==> config.mk <==
export PLATFORM = sky130hd
export DESIGN_NAME = vga_sync_gen
export DESIGN_NICKNAME = d
export VERILOG_FILES = /design/src/rtl/vga_sync_gen.sv
export SDC_FILE = /design/constraint.sdc
export NUM_CORES = 1
export LEC_CHECK = 0
export ABC_AREA = 1
export BUFFER_PORTS_ARGS = -buffer_cell sky130_fd_sc_hd__buf_2
export CORE_MARGIN = 1.5
export CORE_UTILIZATION = 45
export CTS_BUF_LIST = sky130_fd_sc_hd__clkbuf_4
export DETAILED_ROUTE_END_ITERATION = 7
export HOLD_SLACK_MARGIN = 0.15
export PLACE_DENSITY = 0.68
export SLEW_MARGIN = 20
export SYNTH_ARGS = -nofsm -noshare
export SYNTH_HDL_FRONTEND = slang
export SYNTH_SLANG_ARGS = --single-unit
==> constraint.sdc <==
create_clock -name wb_clk_i -period 1.42 [get_ports wb_clk_i]
set_input_delay 0 -clock wb_clk_i [delete_from_list [all_inputs] [get_ports wb_clk_i]]
set_output_delay 0 -clock wb_clk_i [all_outputs]
set_load 0.01 [all_outputs]
==> src/rtl/vga_sync_gen.sv <==
// vga_sync_gen: VGA video timing generator for the parallax user project.
//
// Issues pixel coordinates (x, y) to the renderer, accepts the renderer colour
// one pix_ce later, and drives the registered HSYNC/VSYNC/RGB pad outputs.
// Colour, blanking and sync all pass through the same two pix_ce stages, so the
// pads for position (x, y) appear two pix_ce strobes after (x, y) is issued.
//
// Optional build macro: VGA_TEST_PATTERN_EN
//   When defined, pattern_sel=1 replaces rgb_in with eight 80-pixel colour bars.
//   When undefined, no pattern logic exists and pattern_sel is ignored.
//
// Ports:
//   wb_clk_i     in   system clock
//   wb_rst_i     in   synchronous active-high reset
//   pix_ce       in   pixel clock-enable; all state advances only when high
//   rgb_in[2:0]  in   renderer colour for coordinates issued on the previous pix_ce
//   pattern_sel  in   select internal test pattern (VGA_TEST_PATTERN_EN builds only)
//   x[9:0]       out  horizontal counter
//   y[9:0]       out  vertical counter
//   line_start   out  one wb_clk_i pulse on the pix_ce where x==0
//   frame_start  out  one wb_clk_i pulse on the pix_ce where x==0 and y==0
//   hsync        out  registered HSYNC pad
//   vsync        out  registered VSYNC pad
//   rgb[2:0]     out  registered colour pad, 0 during blanking

module vga_sync_gen #(
    parameter int unsigned H_VISIBLE = 640,
    parameter int unsigned H_FRONT   = 24,
    parameter int unsigned H_SYNC    = 40,
    parameter int unsigned H_BACK    = 128,
    parameter int unsigned V_VISIBLE = 480,
    parameter int unsigned V_FRONT   = 9,
    parameter int unsigned V_SYNC    = 3,
    parameter int unsigned V_BACK    = 28,
    parameter bit          SYNC_NEG  = 1'b1
) (
    input  logic       wb_clk_i,
    input  logic       wb_rst_i,
    input  logic       pix_ce,
    input  logic [2:0] rgb_in,
    input  logic       pattern_sel,
    output logic [9:0] x,
    output logic [9:0] y,
    output logic       line_start,
    output logic       frame_start,
    output logic       hsync,
    output logic       vsync,
    output logic [2:0] rgb
);

    localparam int unsigned H_TOTAL = H_VISIBLE + H_FRONT + H_SYNC + H_BACK;
    localparam int unsigned V_TOTAL = V_VISIBLE + V_FRONT + V_SYNC + V_BACK;

    // Counters are 10 bits wide; larger timings cannot be represented.
    if (H_TOTAL > 1023 || V_TOTAL > 1023) begin : g_bad_timing
        $error("vga_sync_gen: line or frame total exceeds 10-bit counter range");
    end

    localparam logic [9:0] H_LAST   = 10'(H_TOTAL - 1);
    localparam logic [9:0] V_LAST   = 10'(V_TOTAL - 1);
    localparam logic [9:0] H_VIS    = 10'(H_VISIBLE);
    localparam logic [9:0] V_VIS    = 10'(V_VISIBLE);
    localparam logic [9:0] HS_FIRST = 10'(H_VISIBLE + H_FRONT);
    localparam logic [9:0] HS_LAST  = 10'(H_VISIBLE + H_FRONT + H_SYNC - 1);
    localparam logic [9:0] VS_FIRST = 10'(V_VISIBLE + V_FRONT);
    localparam logic [9:0] VS_LAST  = 10'(V_VISIBLE + V_FRONT + V_SYNC - 1);

    logic [9:0] x_q, x_d, y_q, y_d;
    logic       vis_q, vis_d, hs_q, hs_d, vs_q, vs_d;
    logic       hsync_q, hsync_d, vsync_q, vsync_d;
    logic [2:0] rgb_q, rgb_d;
    logic [2:0] colour;
    logic       h_act, v_act, hs_on, vs_on;

    // Decode of the current counters.
    always_comb begin
        h_act = (x_q < H_VIS);
        v_act = (y_q < V_VIS);
        hs_on = (x_q >= HS_FIRST) && (x_q <= HS_LAST);
        // y only: VSYNC edges line up with x==0 of the line.
        vs_on = (y_q >= VS_FIRST) && (y_q <= VS_LAST);
    end

`ifdef VGA_TEST_PATTERN_EN
    logic [2:0] bar, bar_q;
    logic       sel_q;

    // Bar index is x/80, built from threshold compares instead of a divider.
    always_comb begin
        bar = 3'd0;
        for (int unsigned i = 1; i < 8; i++) begin
            if (x_q >= 10'(i * 80)) begin
                bar = 3'(i);
            end
        end
    end

    // Bar colour and select travel with stage 1 so they line up with vis_q.
    always_ff @(posedge wb_clk_i) begin
        if (wb_rst_i) begin
            bar_q <= 3'd0;
            sel_q <= 1'b0;
        end else if (pix_ce) begin
            bar_q <= bar;
            sel_q <= pattern_sel;
        end
    end

    assign colour = sel_q ? bar_q : rgb_in;
`else
    logic unused_pattern_sel;
    assign unused_pattern_sel = pattern_sel;
    assign colour             = rgb_in;
`endif

    always_comb begin
        x_d     = x_q;
        y_d     = y_q;
        vis_d   = vis_q;
        hs_d    = hs_q;
        vs_d    = vs_q;
        hsync_d = hsync_q;
        vsync_d = vsync_q;
        rgb_d   = rgb_q;
        if (pix_ce) begin
            if (x_q == H_LAST) begin
                x_d = 10'd0;
                y_d = (y_q == V_LAST) ? 10'd0 : y_q + 10'd1;
            end else begin
                x_d = x_q + 10'd1;
            end
            // Stage 1: decode of the coordinates being issued now.
            vis_d   = h_act & v_act;
            hs_d    = hs_on;
            vs_d    = vs_on;
            // Stage 2: pads; rgb_in now carries the colour for the stage-1 position.
            hsync_d = hs_q ^ SYNC_NEG;
            vsync_d = vs_q ^ SYNC_NEG;
            rgb_d   = vis_q ? colour : 3'b000;
        end
    end

    always_ff @(posedge wb_clk_i) begin
        if (wb_rst_i) begin
            x_q     <= 10'd0;
            y_q     <= 10'd0;
            vis_q   <= 1'b0;
            hs_q    <= 1'b0;
            vs_q    <= 1'b0;
            hsync_q <= SYNC_NEG;
            vsync_q <= SYNC_NEG;
            rgb_q   <= 3'b000;
        end else begin
            x_q     <= x_d;
            y_q     <= y_d;
            vis_q   <= vis_d;
            hs_q    <= hs_d;
            vs_q    <= vs_d;
            hsync_q <= hsync_d;
            vsync_q <= vsync_d;
            rgb_q   <= rgb_d;
        end
    end

    assign x           = x_q;
    assign y           = y_q;
    assign hsync       = hsync_q;
    assign vsync       = vsync_q;
    assign rgb         = rgb_q;
    // Held low during reset so no spurious start pulse is seen.
    assign line_start  = pix_ce & ~wb_rst_i & (x_q == 10'd0);
    assign frame_start = pix_ce & ~wb_rst_i & (x_q == 10'd0) & (y_q == 10'd0);

endmodule

# ---- Word level (Yosys, flattened, before mapping)
# Index checks and enable logic that the tools add are counted.
# Widths: inputs -> output; s select.
dict set report classes {
  n_eq_ne 2
  addsub 2
  n_reduce_logical 5
  mux 3
  magnitude_cmp 6
  n_bitwise 7
}
# op n
set ops {}
lappend ops {{$add 10x1->10 const B} 2}
lappend ops {{$eq 10x10->1 const B} 2}
lappend ops {{$logic_not 10->1} 2}
lappend ops {{$mux 10} 2}
lappend ops {{$ge 10x10->1 const B} 1}
lappend ops {{$ge 10x9->1 const B} 1}
lappend ops {{$le 10x10->1 const B} 1}
lappend ops {{$le 10x9->1 const B} 1}
lappend ops {{$lt 10x10->1 const B} 1}
lappend ops {{$lt 10x9->1 const B} 1}
lappend ops {{$and 1x1->1} 4}
lappend ops {{$mux 3} 1}
lappend ops {{$not 1->1} 3}
lappend ops {{$logic_and 1x1->1} 2}
lappend ops {{$reduce_and 2->1} 1}
dict set report totals {
  register_bits 28
  elab_cells 33
}

# ---- Longest topological paths before layout
dict set report depth {
  ltp_word 4
  mapped_depth 8
}

# ---- Least setup slack after synthesis
# No wires, ideal clock.
dict set report synth_path {
  path_kind {flip-flop to flip-flop}
  start {register x_q[1] (netlist: x[1])}
  end {register y_q[9] (netlist: y[9])}
  stages_incl_launch_ff 9
  setup_time_ns 0.115
  required_ns 1.305
  slack_ns 0.029
  t_arrival_ns 1.275
  cell_sequence {dfxtp_1 -> ha_1 -> nand3_2 -> nor2_2 -> nand3_2 -> nand2_4 -> nand2_4 -> nand2_1 -> nor2_1}
}
dict set report synth_between {
  elab_chain_len 2
}
# element line_no
set synth_rtl {}
lappend synth_rtl {{start: declaration} 68} ;# logic [9:0] x_q, x_d, y_q, y_d;
lappend synth_rtl {{start signal: assignment} 145} ;# x_q <= 10'd0;
lappend synth_rtl {{start signal: assignment} 154} ;# x_q <= x_d;
lappend synth_rtl {{$eq 10x10->1} 126} ;# if (x_q == H_LAST) begin
lappend synth_rtl {{$reduce_and 2->1 (no line)} n/a}
lappend synth_rtl {{end signal: assignment} 155} ;# y_q <= y_d;
lappend synth_rtl {{end: declaration} 68}
# No other way between the ends.
# A chain may end at the register's enable or synchronous reset.

# ---- Worst setup path after layout
dict set report layout_path {
  start {register x_q[0] (netlist: x[0])}
  end {output frame_start}
}
dict set report layout_between {
  elab_chain_len 3
}
# element line_no
set layout_rtl {}
lappend layout_rtl {{$logic_not 10->1} 172} ;# assign frame_start = pix_ce & ~wb_rst_i & (x_q == 10'd0) & (y_q == 10'd0);
lappend layout_rtl {{$and 1x1->1 (2 in a row)} 172}
lappend layout_rtl {{end: declaration} 45} ;# output logic frame_start,
# No other way between the ends.

==> summary by stage <==
Outcome
The run finished, with violations left. The checks that failed: negative setup slack.

Power and ir drop
Power spread over the standard cell area amounts to 702 mW/mm². The logic gate share of total power is 10.9%. The clock power share is 35.3%. The switching part of the total is 23.1%. The internal power of the cells totals 1.16 mW. The largest vdd supply drop is 0.373 mV. The switching power summed over all nets is 0.347 mW.

Of the total power, registers draw 53.8%. For this design the static power due to leakage is 1.03 nW.

Place
Once placement finished, the instance area stood at 0.00185 mm². Port buffering added 32 buffers. Detailed placement ended at an HPWL of 2790 µm.

The global placement routability congestion is 0.814.

CTS
CTS saw 28 sinks. TritonCTS built the clock tree. Clock-pin slew was measured on the worst setup and hold paths at 0.15 ns. The clock buffer count from CTS is 3.

In this run the number of H-tree levels came out at 1. For the worst-skew pair, the clock arrives at the later sink with an insertion delay of 0.33 ns. The maximum clock path buffer count is 2. Clock tree synthesis selected as its root buffer the cell sky130_fd_sc_hd__clkbuf_4.

Timing
Setup repair after global routing could not meet its margin everywhere. The final setup violation count is 1. Dividing the final minimum period by the clock period gives 101%.

The worst clock skew is 0.00330 ns. The count of final max-slew check failures is 0. Based on the critical path, the design can be clocked at up to 694 MHz.

The smallest clock period supported by the final layout is computed as 1.44 ns. The number of hold violations in the final report was 0. In the post-route analysis, the smallest setup slack over all paths is -0.0208 ns. At the pin with the least slew margin, the transition time is 0.311 ns. Hold is met by 0.200 ns. The worst pin sits at a relative slew slack of 79.2%.

Logic synthesis
In this run, synthesis inferred 0 flip-flops with an integrated enable. Summing the areas of all compound-gate instances in the mapped netlist gives 7.67% of the synthesized area. Sorting the synthesized cells by area gives the leading types as sky130_fd_sc_hd__dfxtp_1 36%, sky130_fd_sc_hd__nand2_1 14%, sky130_fd_sc_hd__nor2_1 9.6%. Of the total synthesized cell area, the portion taken by XOR and XNOR cells is 2.24%.

The synthesized netlist devotes 4.79% of its cell area to adder and majority cells. Synthesis produced a netlist whose cell count is 234. The number of nets produced by synthesis is 247. After synthesis, the share of cell area in mux cells is 0%.

The number of synthesized register bits is 28. Summed over its instances, the top area cell type makes up 35.8% of the synthesized netlist area. The cell area after technology mapping is 0.00157 mm². The fraction of the mapped netlist area in simple logic gates is 41.0%. In this run, distinct cell masters in the synthesized netlist total 26. By area, the combinational part of the netlist is dominated by simple AND/OR/NAND/NOR gates. Sequential cells were found to cover 35.8% of the synthesized design area. A synthesized cell averages 6.69 µm². The count of warnings emitted by yosys is 0.

The largest total area in the synthesized netlist belongs to sky130_fd_sc_hd__dfxtp_1. Among all flip-flop cells after synthesis, the most frequent one is sky130_fd_sc_hd__dfxtp_1. For this run, asynchronously set or reset flops after synthesis account for 0%.

Global route
The global route total overflow is 0. The first global-routing pass estimated 6220 µm of wire. Entering global routing, the biggest net connects 17 pins. The via count of the first global-routing pass is 1365. Across every metal layer, demand over resource in global routing totals 21.5%. The initial antenna violation count is 0.

Routing
In this run the remaining antenna-violating nets after routing total 0. The DRC marker count from the first detailed-route iteration is 113. The post-route DRC violation count is 0.

The total wire length after detailed routing is 4170 µm. Summing over every cut layer, the via total after detailed routing is 1680. The detail-routed via count per cell is 4.99. The detailed-router iteration count before antenna repair is 4. The detail-routed net length per standard cell is 12.4 µm.

Die
The effective utilization at floorplan is 46.9%. The placement row count is 21. Measured along the y axis, the die boundary spans 62 µm. The die boundary width is 62 µm.

The overall die area is 0.00384 mm². 34 I/O pins were placed. The total area inside the core boundary comes to 0.00334 mm².

Critical path
The worst register-to-register path has a setup slack of 0.03 ns. The worst setup path is launched from a flop. The number of cells on the worst reg-to-reg path is 7. The critical setup path kind is flop to output port. In this run the worst path has a maximum fanout of 2. The highest-delay cell along the critical path is sky130_fd_sc_hd__dfxtp_2.

The worst register-to-register path ends at x[8]$_SDFFE_PP0P_. The startpoint of the lowest-slack register-to-register path is x[1]$_SDFFE_PP0P_. At the worst endpoint, the required time is 1.42 ns. The type of element capturing the critical path is an output port.

The signal on the critical path passes through buf_6 -> inv_4 -> ha_4 -> nand2_2 -> nor2_4 -> nand3_2 -> nor2_1 -> buf_2. The arrival time of the worst setup path is 1.44 ns. In this design, the stage delay of the slowest critical-path cell is 0.36 ns.

Hold path
The type of the tightest min-delay check is primary input to flop. Counting instances, the worst hold path has a depth of 4. For hold timing, the worst endpoint is vs_q$_SDFFE_PP0P_. The worst min-delay path startpoint is pix_ce.

Run
Across the run, the number of max-cap violations was 0.

Cells and area
At the end of the flow, the number of nets in the layout was 305. In the layout the commonest cells are 57 x sky130_fd_sc_hd__nand2_1, 38 x sky130_fd_sc_hd__nor2_1, 32 x sky130_fd_sc_hd__buf_2. Compared with the post-synthesis result, the final layout area differs by 36.8%. Of the cells placed in the final design, the portion with a size suffix greater than 1 is 29.6%.

Leaving out fill and tap cells, the most frequent cell in the layout is sky130_fd_sc_hd__nand2_1. 0 antenna diodes ended up in the layout. The final standard cell area without fillers is 0.00214 mm².
==> registers in the layout, indices dropped and copies added, names as in the netlist <==
| name | count |
|---|---|
| vs_q | 1 |
| vsync | 1 |
| x | 10 |
| vis_q | 1 |
| hs_q | 1 |
| rgb | 3 |
| y | 10 |
| hsync | 1 |
==> cell usage after synthesis (2+ instances only) <==
cell type,count
sky130_fd_sc_hd__nand3b_1,2
sky130_fd_sc_hd__dfxtp_1,28
sky130_fd_sc_hd__nand4_1,6
sky130_fd_sc_hd__inv_2,3
sky130_fd_sc_hd__nand3_1,18
sky130_fd_sc_hd__a21oi_1,14
sky130_fd_sc_hd__nor2_4,2
sky130_fd_sc_hd__inv_1,27
sky130_fd_sc_hd__nand2_1,58
sky130_fd_sc_hd__o21ai_0,7
sky130_fd_sc_hd__nand3_2,3
sky130_fd_sc_hd__ha_1,6
sky130_fd_sc_hd__buf_2,2
sky130_fd_sc_hd__xor2_1,3
sky130_fd_sc_hd__nor3_1,3
sky130_fd_sc_hd__nand2_4,2
sky130_fd_sc_hd__nor2_1,40
sky130_fd_sc_hd__nor2_2,2
==> power by group through the flow <==
stage / combinational [mW] / clock, mW / sequential (mW)
2_1_floorplan: 0.0630 / 0 / 0.832
3_3_place_gp: 0.115 / 0 / 0.825
3_5_place_dp: 0.115 / 0 / 0.825
4_1_cts: 0.142 / 0.550 / 0.812
5_1_grt: 0.179 / 0.573 / 0.812
6_report: 0.164 / 0.532 / 0.809
==> what timing repair did <==
item                                   CTS  global route
endpoints found under the hold margin   21             9
setup endpoints to repair                2            16
hold buffers                            10             1
pin swaps                                4             7
setup buffers                            2             2
gates resized for setup                 10            25
==> per-stage QoR <==
step | instances | setup TNS [ns] | power [mW] | setup WS, ns | utilization, %
2_1_floorplan | 234 | 0 | 0.895 | 0.0295 | -
3_3_place_gp | 320 | 0 | 0.939 | 0.0790 | 55.5
3_5_place_dp | 320 | 0 | 0.941 | 0.0546 | 55.5
4_1_cts | 335 | -0.0938 | 1.50 | -0.0758 | 61.2
5_1_grt | 337 | -0.539 | 1.56 | -0.134 | 64.2
6_report | 337 | -0.0208 | 1.51 | -0.0208 | 64.2
==> kinds of logic after synthesis <==
family | count (synthesis)
AND/OR/NAND/NOR | 139
buffers and inverters | 34
flip-flops | 28
AO/OA/AOI/OAI | 23
adder cells (fa/ha/maj) | 6
XOR/XNOR | 4
==> worst max-delay path: cells and delay by family, from the launching register on <==
| family | cells | cell delay (ns) |
|---|---|---|
| buffers and inverters | 3 | 0.30 |
| adders and majority gates | 1 | 0.11 |
| and+or+nand+nor | 4 | 0.33 |
| DFF | 1 | 0.36 |
==> layer usage <==
layer	global-route usage, %	routed length [µm]
met1	31.8	1950
met2	31.8	1930
met3	2.69	208
met4	7.60	75
met5	0	0
==> layout make-up <==
| cell class | count | area [µm²] |
|---|---|---|
| clock buffer | 3 | 22.5 |
| clock inverter | 1 | 30.0 |
| fill | 316 | 1190 |
| inverter | 30 | 118 |
| multi-input combinational | 172 | 955 |
| sequential | 28 | 577 |
| tap | 46 | 57.6 |
| timing repair buffer | 57 | 384 |
==> how the worst max path moves through the flow <==
stage / slack [ns] / start / cells after the start / end
final: -0.02 / x[0]$_SDFFE_PP0P_ / 8 / frame_start
after global routing: -0.13 / x[9]$_SDFFE_PP0P_ / 5 / frame_start
after CTS: -0.08 / x[0]$_SDFFE_PP0P_ / 8 / frame_start
after detailed placement: 0.05 / x[0]$_SDFFE_PP0P_ / 8 / y[7]$_SDFFE_PP0P_
after global placement: 0.08 / x[1]$_SDFFE_PP0P_ / 8 / y[9]$_SDFFE_PP0P_
after floorplan: 0.03 / x[1]$_SDFFE_PP0P_ / 8 / y[9]$_SDFFE_PP0P_
Power figures use the tool's default switching activity.
